File: src/rtl/jtframe_mfrac_cen_pkg.sv
// jtframe_mfrac_cen_pkg
//   Shared types and constants for the fractional clock-enable generator.
//   NW_DEF  : default numerator/denominator width
//   ACC_W   : accumulator width (one extra bit so acc + n never overflows)
//   CHI_W   : width of the configuration channel index
//   ratio_t : n/m ratio pair
//   RESET_RATIO : ratio loaded at reset (1/2, half rate)
package jtframe_mfrac_cen_pkg;
  localparam int NW_DEF = 10;
  localparam int ACC_W  = NW_DEF + 1;
  localparam int CHI_W  = 3;

  typedef struct packed {
    logic [NW_DEF-1:0] n;
    logic [NW_DEF-1:0] m;
  } ratio_t;

  localparam ratio_t RESET_RATIO = '{n: NW_DEF'(1), m: NW_DEF'(2)};
endpackage

File: src/rtl/jtframe_mfrac_cen_if.sv
// jtframe_mfrac_cen_if
//   Ratio configuration bus.
//   cfg_we : write strobe for the staging register of cfg_ch
//   cfg_ch : target channel (indices >= CH are ignored by the block)
//   cfg_n  : numerator to stage
//   cfg_m  : denominator to stage
//   master drives the bus, slave (the cen generator) receives it.
interface jtframe_mfrac_cen_if #(
  parameter int NW    = 10,
  parameter int CHI_W = 3
);
  logic             cfg_we;
  logic [CHI_W-1:0] cfg_ch;
  logic [NW-1:0]    cfg_n;
  logic [NW-1:0]    cfg_m;

  modport master (output cfg_we, cfg_ch, cfg_n, cfg_m);
  modport slave  (input  cfg_we, cfg_ch, cfg_n, cfg_m);
endinterface

File: src/rtl/jtframe_mfrac_cen_ch.sv
// jtframe_mfrac_cen_ch
//   One channel of the fractional cen generator: accumulator, staged and
//   active ratio, edge counter for the binary-divided outputs, sticky error.
//   Optional half-period outputs (cenb) when JTFRAME_MFRAC_CEN_HALF_EN is
//   defined; otherwise cenb is tied to zero.
//   clk, rst     : clock, async active-high reset
//   cen_in, en   : counting qualifier and channel enable
//   sync         : restart accumulator/edge/half and apply pending ratio
//   we, n_in,m_in: decoded write of the staging register
//   cen, cenb    : registered one-cycle pulses, bit k = base rate / 2^k
//   err          : sticky error (rejected write or accumulator out of range)
module jtframe_mfrac_cen_ch
  import jtframe_mfrac_cen_pkg::*;
#(
  parameter int W  = 2,
  parameter int NW = NW_DEF
) (
  input  logic          clk,
  input  logic          rst,
  input  logic          cen_in,
  input  logic          en,
  input  logic          sync,
  input  logic          we,
  input  logic [NW-1:0] n_in,
  input  logic [NW-1:0] m_in,
  output logic [W-1:0]  cen,
  output logic [W-1:0]  cenb,
  output logic          err
);
  localparam int AW = NW + 1;

  logic [AW-1:0] acc, nxt, lim;
  logic [NW-1:0] act_n, act_m, stg_n, stg_m;
  logic          pend, count, guard, over, apply, wr_ok;
  logic [W-2:0]  edge_cnt, edge_nxt;
  logic [W-1:0]  cen_nxt;

  always_comb begin
    count    = cen_in & en & ~sync;
    nxt      = acc + AW'(act_n);
    lim      = AW'(act_m) + AW'(act_n);
    guard    = count & (acc >= lim);
    over     = count & ~guard & (nxt >= AW'(act_m));
    // a staged ratio waits for the next over event unless the channel is idle
    apply    = pend & (sync | over | ~en);
    wr_ok    = (n_in != '0) && (m_in != '0) && (n_in <= m_in);
    edge_nxt = edge_cnt + (W-1)'(1);
    cen_nxt  = '0;
    cen_nxt[0] = over;
    for (int k = 1; k < W; k++)
      cen_nxt[k] = over & ~edge_cnt[k-1] & edge_nxt[k-1];
  end

  always_ff @(posedge clk or posedge rst) begin
    if (rst) begin
      acc      <= '0;
      edge_cnt <= '0;
      act_n    <= NW'(RESET_RATIO.n);
      act_m    <= NW'(RESET_RATIO.m);
      stg_n    <= NW'(RESET_RATIO.n);
      stg_m    <= NW'(RESET_RATIO.m);
      pend     <= 1'b0;
      cen      <= '0;
      err      <= 1'b0;
    end else begin
      cen <= cen_nxt;
      if (sync) begin
        acc      <= '0;
        edge_cnt <= '0;
      end else if (guard) begin
        acc <= '0;
      end else if (over) begin
        acc      <= nxt - AW'(act_m);
        edge_cnt <= edge_nxt;
      end else if (count) begin
        acc <= nxt;
      end
      if (apply) begin
        act_n <= stg_n;
        act_m <= stg_m;
        pend  <= 1'b0;
      end
      // a write in the apply cycle re-stages and stays pending
      if (we && wr_ok) begin
        stg_n <= n_in;
        stg_m <= m_in;
        pend  <= 1'b1;
      end
      if (guard || (we && !wr_ok))
        err <= 1'b1;
      else if (we && wr_ok)
        err <= 1'b0;
    end
  end

`ifdef JTFRAME_MFRAC_CEN_HALF_EN
  logic         half, half_ev;
  logic [W-2:0] arm;
  logic [W-1:0] cenb_nxt;

  always_comb begin
    half_ev  = count & ~guard & ~over & ~half & (nxt >= (AW'(act_m) >> 1));
    cenb_nxt = '0;
    cenb_nxt[0] = half_ev;
    for (int k = 1; k < W; k++)
      cenb_nxt[k] = half_ev & arm[k-1];
  end

  // arm[k-1] remembers a cen[k] pulse until the following half event
  always_ff @(posedge clk or posedge rst) begin
    if (rst) begin
      half <= 1'b0;
      arm  <= '0;
      cenb <= '0;
    end else begin
      cenb <= cenb_nxt;
      if (sync) begin
        half <= 1'b0;
        arm  <= '0;
      end else begin
        if (over || guard)
          half <= 1'b0;
        else if (half_ev)
          half <= 1'b1;
        arm <= (half_ev ? '0 : arm) | cen_nxt[W-1:1];
      end
    end
  end
`else
  assign cenb = '0;
`endif
endmodule

File: src/rtl/jtframe_mfrac_cen.sv
// jtframe_mfrac_cen
//   Multi-channel fractional clock-enable generator. Each channel emits cen
//   pulses at n/m of the cen_in rate plus W-1 binary-divided copies.
//   Optional macro: JTFRAME_MFRAC_CEN_HALF_EN enables the 180-degree cenb
//   outputs; without it cenb is constant zero.
//   clk, rst : clock, async active-high reset
//   cen_in   : global counting qualifier
//   en       : per-channel enable
//   sync     : restart all channels in phase
//   cfg      : ratio configuration bus (slave)
//   cen/cenb : pulses, channel c bit k at [c*W+k]
//   err      : per-channel sticky error
module jtframe_mfrac_cen
  import jtframe_mfrac_cen_pkg::*;
#(
  parameter int CH = 2,
  parameter int W  = 2,
  parameter int NW = NW_DEF
) (
  input  logic                 clk,
  input  logic                 rst,
  input  logic                 cen_in,
  input  logic [CH-1:0]        en,
  input  logic                 sync,
  jtframe_mfrac_cen_if.slave   cfg,
  output logic [CH*W-1:0]      cen,
  output logic [CH*W-1:0]      cenb,
  output logic [CH-1:0]        err
);
  for (genvar c = 0; c < CH; c++) begin : g_ch
    jtframe_mfrac_cen_ch #(
      .W  (W),
      .NW (NW)
    ) u_ch (
      .clk    (clk),
      .rst    (rst),
      .cen_in (cen_in),
      .en     (en[c]),
      .sync   (sync),
      .we     (cfg.cfg_we && (cfg.cfg_ch == CHI_W'(c))),
      .n_in   (cfg.cfg_n),
      .m_in   (cfg.cfg_m),
      .cen    (cen[c*W +: W]),
      .cenb   (cenb[c*W +: W]),
      .err    (err[c])
    );
  end
endmodule

File: src/flat_wrapper.sv
// flat-port wrapper written by rule: the top's interface ports become plain ports
module jtframe_mfrac_cen_flat import jtframe_mfrac_cen_pkg::*;
#(
  parameter int CH = 2,
  parameter int W  = 2,
  parameter int NW = NW_DEF
)
  (clk, rst, cen_in, en, sync, cen, cenb, err, cfg_cfg_we, cfg_cfg_ch, cfg_cfg_n, cfg_cfg_m);
  jtframe_mfrac_cen_if #(.NW(NW)) cfg_i ();
  input  logic clk;
  input  logic rst;
  input  logic cen_in;
  input  logic [CH-1:0] en;
  input  logic sync;
  output logic [CH*W-1:0] cen;
  output logic [CH*W-1:0] cenb;
  output logic [CH-1:0] err;
  input wire logic [$bits(cfg_i.cfg_we)-1:0] cfg_cfg_we;
  input wire logic [$bits(cfg_i.cfg_ch)-1:0] cfg_cfg_ch;
  input wire logic [$bits(cfg_i.cfg_n)-1:0] cfg_cfg_n;
  input wire logic [$bits(cfg_i.cfg_m)-1:0] cfg_cfg_m;
  assign cfg_i.cfg_we = cfg_cfg_we;
  assign cfg_i.cfg_ch = cfg_cfg_ch;
  assign cfg_i.cfg_n = cfg_cfg_n;
  assign cfg_i.cfg_m = cfg_cfg_m;
  jtframe_mfrac_cen #(.CH(CH), .W(W), .NW(NW)) u_core (.clk(clk), .rst(rst), .cen_in(cen_in), .en(en), .sync(sync), .cfg(cfg_i), .cen(cen), .cenb(cenb), .err(err));
endmodule
File: config.mk
export PLATFORM = sky130hd
export DESIGN_NAME = jtframe_mfrac_cen_flat
export DESIGN_NICKNAME = d
export VERILOG_FILES = /design/src/rtl/jtframe_mfrac_cen_pkg.sv /design/src/rtl/jtframe_mfrac_cen_if.sv /design/src/rtl/jtframe_mfrac_cen_ch.sv /design/src/rtl/jtframe_mfrac_cen.sv /design/src/flat_wrapper.sv
export SDC_FILE = /design/constraint.sdc
export NUM_CORES = 1
export LEC_CHECK = 0
export CAP_MARGIN = 20
export CORE_MARGIN = 3
export CORE_UTILIZATION = 56
export CTS_CLUSTER_DIAMETER = 120
export DETAILED_ROUTE_END_ITERATION = 6
export HOLD_SLACK_MARGIN = 0.05
export PLACE_DENSITY = 0.78
export SETUP_SLACK_MARGIN = 0.05
export SLEW_MARGIN = 20
export SYNTH_ARGS = -nofsm -noshare
export SYNTH_HDL_FRONTEND = slang
export SYNTH_SLANG_ARGS = --single-unit
File: constraint.sdc
create_clock -name clk -period 3.6 [get_ports clk]
set_input_delay 0.54 -clock clk [delete_from_list [all_inputs] [get_ports clk]]
set_output_delay 0.54 -clock clk [all_outputs]
set_load 0.01 [all_outputs]
==> results of run 1 <==
## state kept, by name (all words and copies together) (netlist names)
register and cells:
u_core.g_ch.u_ch.cen 4, u_core.g_ch.u_ch.stg_n 20, u_core.g_ch.u_ch.act_m 20, u_core.g_ch.u_ch.act_n 20, u_core.g_ch.u_ch.stg_m 20, u_core.g_ch.u_ch.acc 22, u_core.g_ch.u_ch.edge_cnt 2, u_core.g_ch.u_ch.pend 2
u_core.g_ch.u_ch.err 2
## worst max-delay path, stage by stage, from the launching register on
cell and delay, ns:
dfstp_2 0.59, ha_4 0.16, inv_2 0.04, fa_2 0.39, inv_2 0.06, a21oi_2 0.06, o21ai_2 0.19, a21o_1 0.14
a21o_1 0.13, a31o_2 0.20, a31oi_1 0.10, ha_1 0.36, a2111oi_4 0.34, a32o_2 0.26, a21boi_2 0.07, a211oi_4 0.18
buf_6 0.16, buf_12 0.12, buf_16 0.12, mux2_4 0.29
## worst min path at each step
stage / from / to / slack, ns / cells past startpoint
floorplan: u_core.g_ch[0].u_ch.edge_cnt / u_core.g_ch[0].u_ch.cen[1] / 0.42 / 1
global placement: u_core.g_ch[1].u_ch.edge_cnt / u_core.g_ch[1].u_ch.cen[1] / 0.44 / 1
detailed placement: u_core.g_ch[1].u_ch.edge_cnt / u_core.g_ch[1].u_ch.cen[1] / 0.45 / 1
CTS: u_core.g_ch[1].u_ch.edge_cnt / u_core.g_ch[1].u_ch.cen[1] / 0.49 / 1
global route: u_core.g_ch[1].u_ch.edge_cnt / u_core.g_ch[1].u_ch.cen[1] / 0.50 / 1
finish: u_core.g_ch[1].u_ch.edge_cnt / u_core.g_ch[1].u_ch.cen[1] / 0.49 / 1
## per-stage QoR
step           worst slack [ns]  TNS, ns
2_1_floorplan           -0.1185   -3.117
3_3_place_gp            -0.2476   -10.03
3_5_place_dp            -0.3809   -15.21
4_1_cts                 -0.3133   -12.11
5_1_grt                 -0.6292   -30.52
6_report                -0.4979   -20.57
## repair_timing
item	4_1_cts	5_1_grt
endpoints found under the hold margin	0	0
pin swaps	62	46
resized for setup	97	44
cloned	10	1
setup endpoints to repair	70	70
buffers inserted	29	10
## metal layers
metal | vias up | part of all wire, % | global-route usage [%]
met4 | 0 | 3.0 | 11.86
met2 | 325 | 48 | 50.36
met1 | 3678 | 42 | 41.06
met3 | 68 | 7.1 | 4.139
met5 | - | 0 | 0
li1 | 3340 | - | -
## Yosys cell counts (all sizes together) (18+ instances only)
master  instances  share of area (%)
dfrtp         104                 31
o21ai          37                2.3
nand2          61                2.8
a21o           25                2.3
ha             92                 14
nand3          18                1.1
inv            63                2.9
nand2b         28                2.1
nor2           31                1.4
a21oi          40                2.6
xnor2          26                2.8
buf            18                1.5
mux2           60                9.1
o211ai         42                3.8
## area by class of cell
| type | instances | area [um2] |
|---|---|---|
| Fill cell | 878 | 3336 |
| Tap cell | 180 | 225.2 |
| Clock buffer | 10 | 229.0 |
| Inverter | 63 | 239.0 |
| Clock inverter | 6 | 75.07 |
| Timing Repair Buffer | 167 | 1630 |
| Sequential cell | 112 | 2814 |
| Multi-Input combinational cell | 632 | 5602 |
## cells by family after synthesis
family / count (synthesis) / synth area share [%]
xor+xnor: 40 / 4.239
other cells: 1 / 0.04537
simple gates: 203 / 12.78
fa+ha+maj: 98 / 15.38
compound gates: 211 / 17.61
flops: 112 / 34.03
mux: 76 / 11.02
buf+inv: 93 / 4.905
==> out/summary.txt, run 1 <==
====================================================================================
Clock Skew ............................................................  0.009158 ns
Setup crit end kind ...................................................    flip-flop
Crit path launch ...................................................... u_core.g_ch[0].u_ch.act_n[0]
Achievable Freq .......................................................    244.0 MHz
Antenna violations before repair ......................................            0
DRT antenna net count .................................................            0
Fraction of final layout cells with drive strength greater than 1 .....       33.03%
Final #Nets ...........................................................        1,113
CTS tree ..............................................................        built
Non-filler instance count after layout ................................        1,170
Cell area after layout ................................................  0.01081 mm2
Antenna cell count ....................................................            0
Signed area change from the synthesized netlist to the final layout ...       30.84%
HPWL reported at the end of detailed placement ........................     16.48 mm
Worst Setup Path Type ................................................. flip-flop to flip-flop
Status ................................................................ finished with violations
Area inside the core boundary .........................................  0.01415 mm2
Initial core utilization ..............................................       58.41%
Data arrival time of the critical path ................................      4.34 ns
Share of the core filled with cells in the final layout ...............       76.43%
GRT overflow ..........................................................            0
Post-synth EDFFs ......................................................            0
Cell at the root of the clock tree ....................................    clkbuf_16
Pin count of the biggest net entering global routing ..................           58
DIE AREA ..............................................................  0.01625 mm2
Standard-cell rows ....................................................           43
Post-route worst hold slack ...........................................    0.4860 ns
First-pass GRT wire length ............................................     39.51 mm
Largest buffer count on any clock path ................................            2
Capture point of the worst path ....................................... u_core.g_ch[0].u_ch.act_n[3]
Area of the mapped netlist ............................................ 0.008265 mm2
Number of unique standard cell types used by synthesis ................           73
TritonCTS Buffers .....................................................            9
Placer congestion estimate ............................................       0.8630
Number of pins with negative max-slew slack in the final report .......            0
Highest-count cells in the layout ignoring fill and taps .............. 103 x dfrtp_1, 99 x buf_4, 85 x ha_1
Worst reg2reg endpoint ................................................ u_core.g_ch[0].u_ch.act_n[3]
Register-to-Register Setup Slack ......................................     -0.50 ns
Final min period ......................................................     4.098 ns
Reg clk slew, reported paths ..........................................      0.08 ns
Final worst path period share .........................................       113.8%
Number of failing setup endpoints in the final timing report ..........           69
Width of the die ......................................................     127.5 um
Via count of the first global-routing pass ............................        7,765
Most common cell after layout, fill and taps aside ....................      dfrtp_1
Routed wire length per instance .......................................     21.72 um
Level count of the clock H-tree .......................................            3
Kind of start point of the critical path ..............................    flip-flop
IO Pins ...............................................................           40
Data required, critical path ..........................................      3.84 ns
Post-placement cell area .............................................. 0.009489 mm2
Count of input and output buffers .....................................           35
Synthesis-stage register bit count ....................................          112
Slew at the pin closest to its max-slew limit .........................     1.043 ns
Crit path max fanout ..................................................            5
Cell total after placement ............................................        1,113
Worst max-slew margin expressed relative to the limit .................       30.46%
Syn avg cell area .....................................................    9.911 um2
Number of vias after detailed routing .................................        7,411
Seq/Total Area, Yosys .................................................       34.03%
MaxCap Viol Count .....................................................            0
Residual DRC ..........................................................            0
Starting DRC count in detailed routing ................................          658
Number of endpoints with negative hold slack in the final report ......            0
Share of flip-flops with an asynchronous set or reset after synthesis .       100.0%
Setup repair after global routing missed its margin ...................          yes
Final worst setup slack ...............................................   -0.4979 ns
Number of iterations in the first detailed-routing pass ...............            5
Clk Latency, worst-skew pair ..........................................      0.36 ns
Hold-fix buffers at CTS ...............................................            0
Number of vias per cell ...............................................        6.334
Vertical die dimension ................................................     127.5 um
Hold Crit Class ....................................................... flip-flop to flip-flop
Detailed-route wire length ............................................     25.41 mm
Failing checks ........................................................ negative setup slack
Cells after synthesis .................................................          834
Global-route usage over all layers ....................................       30.58%
Number of sinks handled by clock tree synthesis .......................          112
Worst r2r path cells ..................................................           19
Flip-flop cell with the highest count after synthesis .................      dfrtp_1
Yosys warning count ...................................................            0
Reg-to-reg critical path startpoint ................................... u_core.g_ch[0].u_ch.act_n[0]
====================================================================================
Power of run 1 is not shown: default switching activity piles up to over one toggle a cycle in this logic, so the estimate is an artifact.
==> inputs of run 2 (changes only) <==
CAP_MARGIN = not set   (was 20)
==> results of run 2 <==
No change in the layout: final DEF, timing and power equal those of run 1.
Power of run 2 is left out for the same reason.
==> inputs of run 3 (changes only) <==
PLACE_DENSITY = 0.81   (was 0.78)
==> run 3 against run 2 <==
The run still ends with negative setup slack left. Cell count is 1.5% higher. Clock skew increased by 0.0019 ns. Utilization grew 2.0 points. Hold slack better by 0.012 ns. Wire length rose by 10%. Fmax down 5.4%. Highest routed layer unchanged.
==> out/summary.txt, run 3 (synthesis gave the netlist of run 1 again) <==
==================================================================================
Status .............................................................. finished with violations
Failing checks ...................................................... negative setup slack
Pin count of the biggest net entering global routing ................           48   -17%
Count of input and output buffers ...................................           35   unchanged
Number of endpoints with negative hold slack in the final report ....            0   unchanged
Starting DRC count in detailed routing ..............................          944   +43%
Final worst setup slack .............................................   -0.7327 ns   -0.2349 ns
Slew at the pin closest to its max-slew limit .......................     1.086 ns   +0.04281 ns
MaxCap Viol Count ...................................................            0   unchanged
Max FFs per register ................................................           22   unchanged
Final worst path period share .......................................       120.4%   +6.5 points
Number of vias after detailed routing ...............................        7,996   +7.9%
Number of vias per cell .............................................        6.736   +6.3%
Number of iterations in the first detailed-routing pass .............            5   unchanged
Residual DRC ........................................................            0   unchanged
GRT overflow ........................................................            0   unchanged
Hold Crit Class ..................................................... flip-flop to flip-flop
Post-route worst hold slack .........................................    0.4979 ns   +0.01191 ns
Kind of start point of the critical path ............................    flip-flop
Initial core utilization ............................................       58.41%   unchanged
Width of the die ....................................................     127.5 um   unchanged
TritonCTS Buffers ...................................................            9   unchanged
Antenna violations before repair ....................................            0   unchanged
Number of pins with negative max-slew slack in the final report .....            0   unchanged
Level count of the clock H-tree .....................................            3   unchanged
CTS tree ............................................................        built
Worst Setup Path Type ............................................... flip-flop to flip-flop
Data required, critical path ........................................      3.84 ns   about the same
Via count of the first global-routing pass ..........................        7,806   +0.53%
DRT antenna net count ...............................................            0   unchanged
Final min period ....................................................     4.333 ns   +0.2349 ns
Clk Latency, worst-skew pair ........................................      0.38 ns   +0.02 ns
Global-route usage over all layers ..................................       30.86%   +0.28 points
Register ranked first by flip-flop count ............................ u_core.g_ch.u_ch.acc
Number of failing setup endpoints in the final timing report ........           70   +1.4%
Achievable Freq .....................................................    230.8 MHz   -5.4%
Setup repair after global routing missed its margin .................          yes
Fraction of final layout cells with drive strength greater than 1 ...       34.16%   +1.1 points
Crit path max fanout ................................................            6   +1
Signed area change from the synthesized netlist to the final layout .       34.23%
Final #Nets .........................................................        1,130   +1.5%
Data arrival time of the critical path ..............................      4.57 ns   +0.23 ns
Reg clk slew, reported paths ........................................      0.08 ns   about the same
HPWL reported at the end of detailed placement ......................     14.82 mm   -10%
Antenna cell count ..................................................            0   unchanged
Area inside the core boundary .......................................  0.01415 mm2   unchanged
Worst max-slew margin expressed relative to the limit ...............       27.60%   -2.9 points
Largest buffer count on any clock path ..............................            2   unchanged
Clock Skew ..........................................................   0.01105 ns   +0.001889 ns
Cell at the root of the clock tree ..................................    clkbuf_16
Setup crit end kind .................................................    flip-flop
DIE AREA ............................................................  0.01625 mm2   unchanged
Routed wire length per instance .....................................     23.63 um   +8.8%
IO Pins .............................................................           40   unchanged
First-pass GRT wire length ..........................................     40.04 mm   +1.3%
Highest-count cells in the layout ignoring fill and taps ............ 114 x buf_4, 102 x dfrtp_1, 84 x ha_1
Hold-fix buffers at CTS .............................................            0   unchanged
Vertical die dimension ..............................................     127.5 um   unchanged
Standard-cell rows ..................................................           43   unchanged
Filler cell count ...................................................          761   -13%
Placer congestion estimate ..........................................       0.8801   +2.0%
Number of sinks handled by clock tree synthesis .....................          112   unchanged
Detailed-route wire length ..........................................     28.05 mm   +10%
Most common cell after layout, fill and taps aside ..................        buf_4
Worst slack at placement ............................................   -0.3810 ns   -0.0001510 ns
==================================================================================
[run 3: path summary, 6_finish.rpt]
kind | slack (ns) | depth (start not counted) | to | start
setup / recovery | -0.73 | 15 | u_core.g_ch[1].u_ch.act_n[6] | u_core.g_ch[1].u_ch.act_m[1]
max in group asynchronous | 2.16 | 3 | u_core.g_ch[0].u_ch.act_n[0] | rst
min in group asynchronous | 0.60 | 2 | u_core.g_ch[0].u_ch.stg_n[8] | rst
setup reg to reg | -0.73 | 15 | u_core.g_ch[1].u_ch.act_n[6] | u_core.g_ch[1].u_ch.act_m[1]
hold reg to reg | 0.50 | 1 | u_core.g_ch[1].u_ch.cen[1] | u_core.g_ch[1].u_ch.edge_cnt
hold / removal | 0.50 | 1 | u_core.g_ch[1].u_ch.cen[1] | u_core.g_ch[1].u_ch.edge_cnt
[run 3: what timing repair did]
| item | CTS | global route |
|---|---|---|
| setup buffers | 34 | 20 |
| resized for setup | 82 | 66 |
| cloned | 8 | 3 |
| pin swaps | 64 | 68 |
| endpoints found under the setup margin | 70 | 72 |
[run 3: metal layers]
layer / track usage [%] / vias up / share of wire, %
li1: - / 3351 / -
met1: 40.42 / 3870 / 38
met2: 48.78 / 613 / 45
met3: 8.319 / 162 / 11
met4: 12.24 / 0 / 5.5
met5: 0 / - / 0
[run 3: area by class of cell]
cell class                 instances  area (um2)  share of cell area, %
clock buffer                      12       266.5                  2.402
clock inverter                     4       56.30                 0.5075
inverter                          63       239.0                  2.154
multi-input combinational        632        5660                  51.02
sequential                       112        2815                  25.37
tap                              180       225.2                  2.030
timing repair buffer             184        1832                  16.51
[run 3: through the flow]
stage | utilization, % | instances | TNS, ns | instance area (um2)
finish | 78.41 | 1187 | -34.97 | 11090
global placement | 67.45 | 1117 | -10.04 | 9544
floorplan | - | 837 | -3.117 | 8371
CTS | 75.18 | 1172 | -12.72 | 10640
detailed placement | 67.45 | 1117 | -16.05 | 9544
global route | 78.41 | 1187 | -41.48 | 11090
[run 3: worst max-delay path, cell delays in order (launching register included)]
cell and delay, ns:
dfstp_2 0.58, ha_4 0.21, a21o_1 0.20, a21oi_2 0.18
o21ai_2 0.08, a2111o_1 0.41, a31o_1 0.26, a21oi_2 0.18
xor2_1 0.23, ha_1 0.29, o2111ai_2 0.27, a21oi_2 0.10
or4_4 0.67, buf_12 0.19, o211ai_1 0.18, o211ai_1 0.15
Power of run 3 is left out for the same reason.
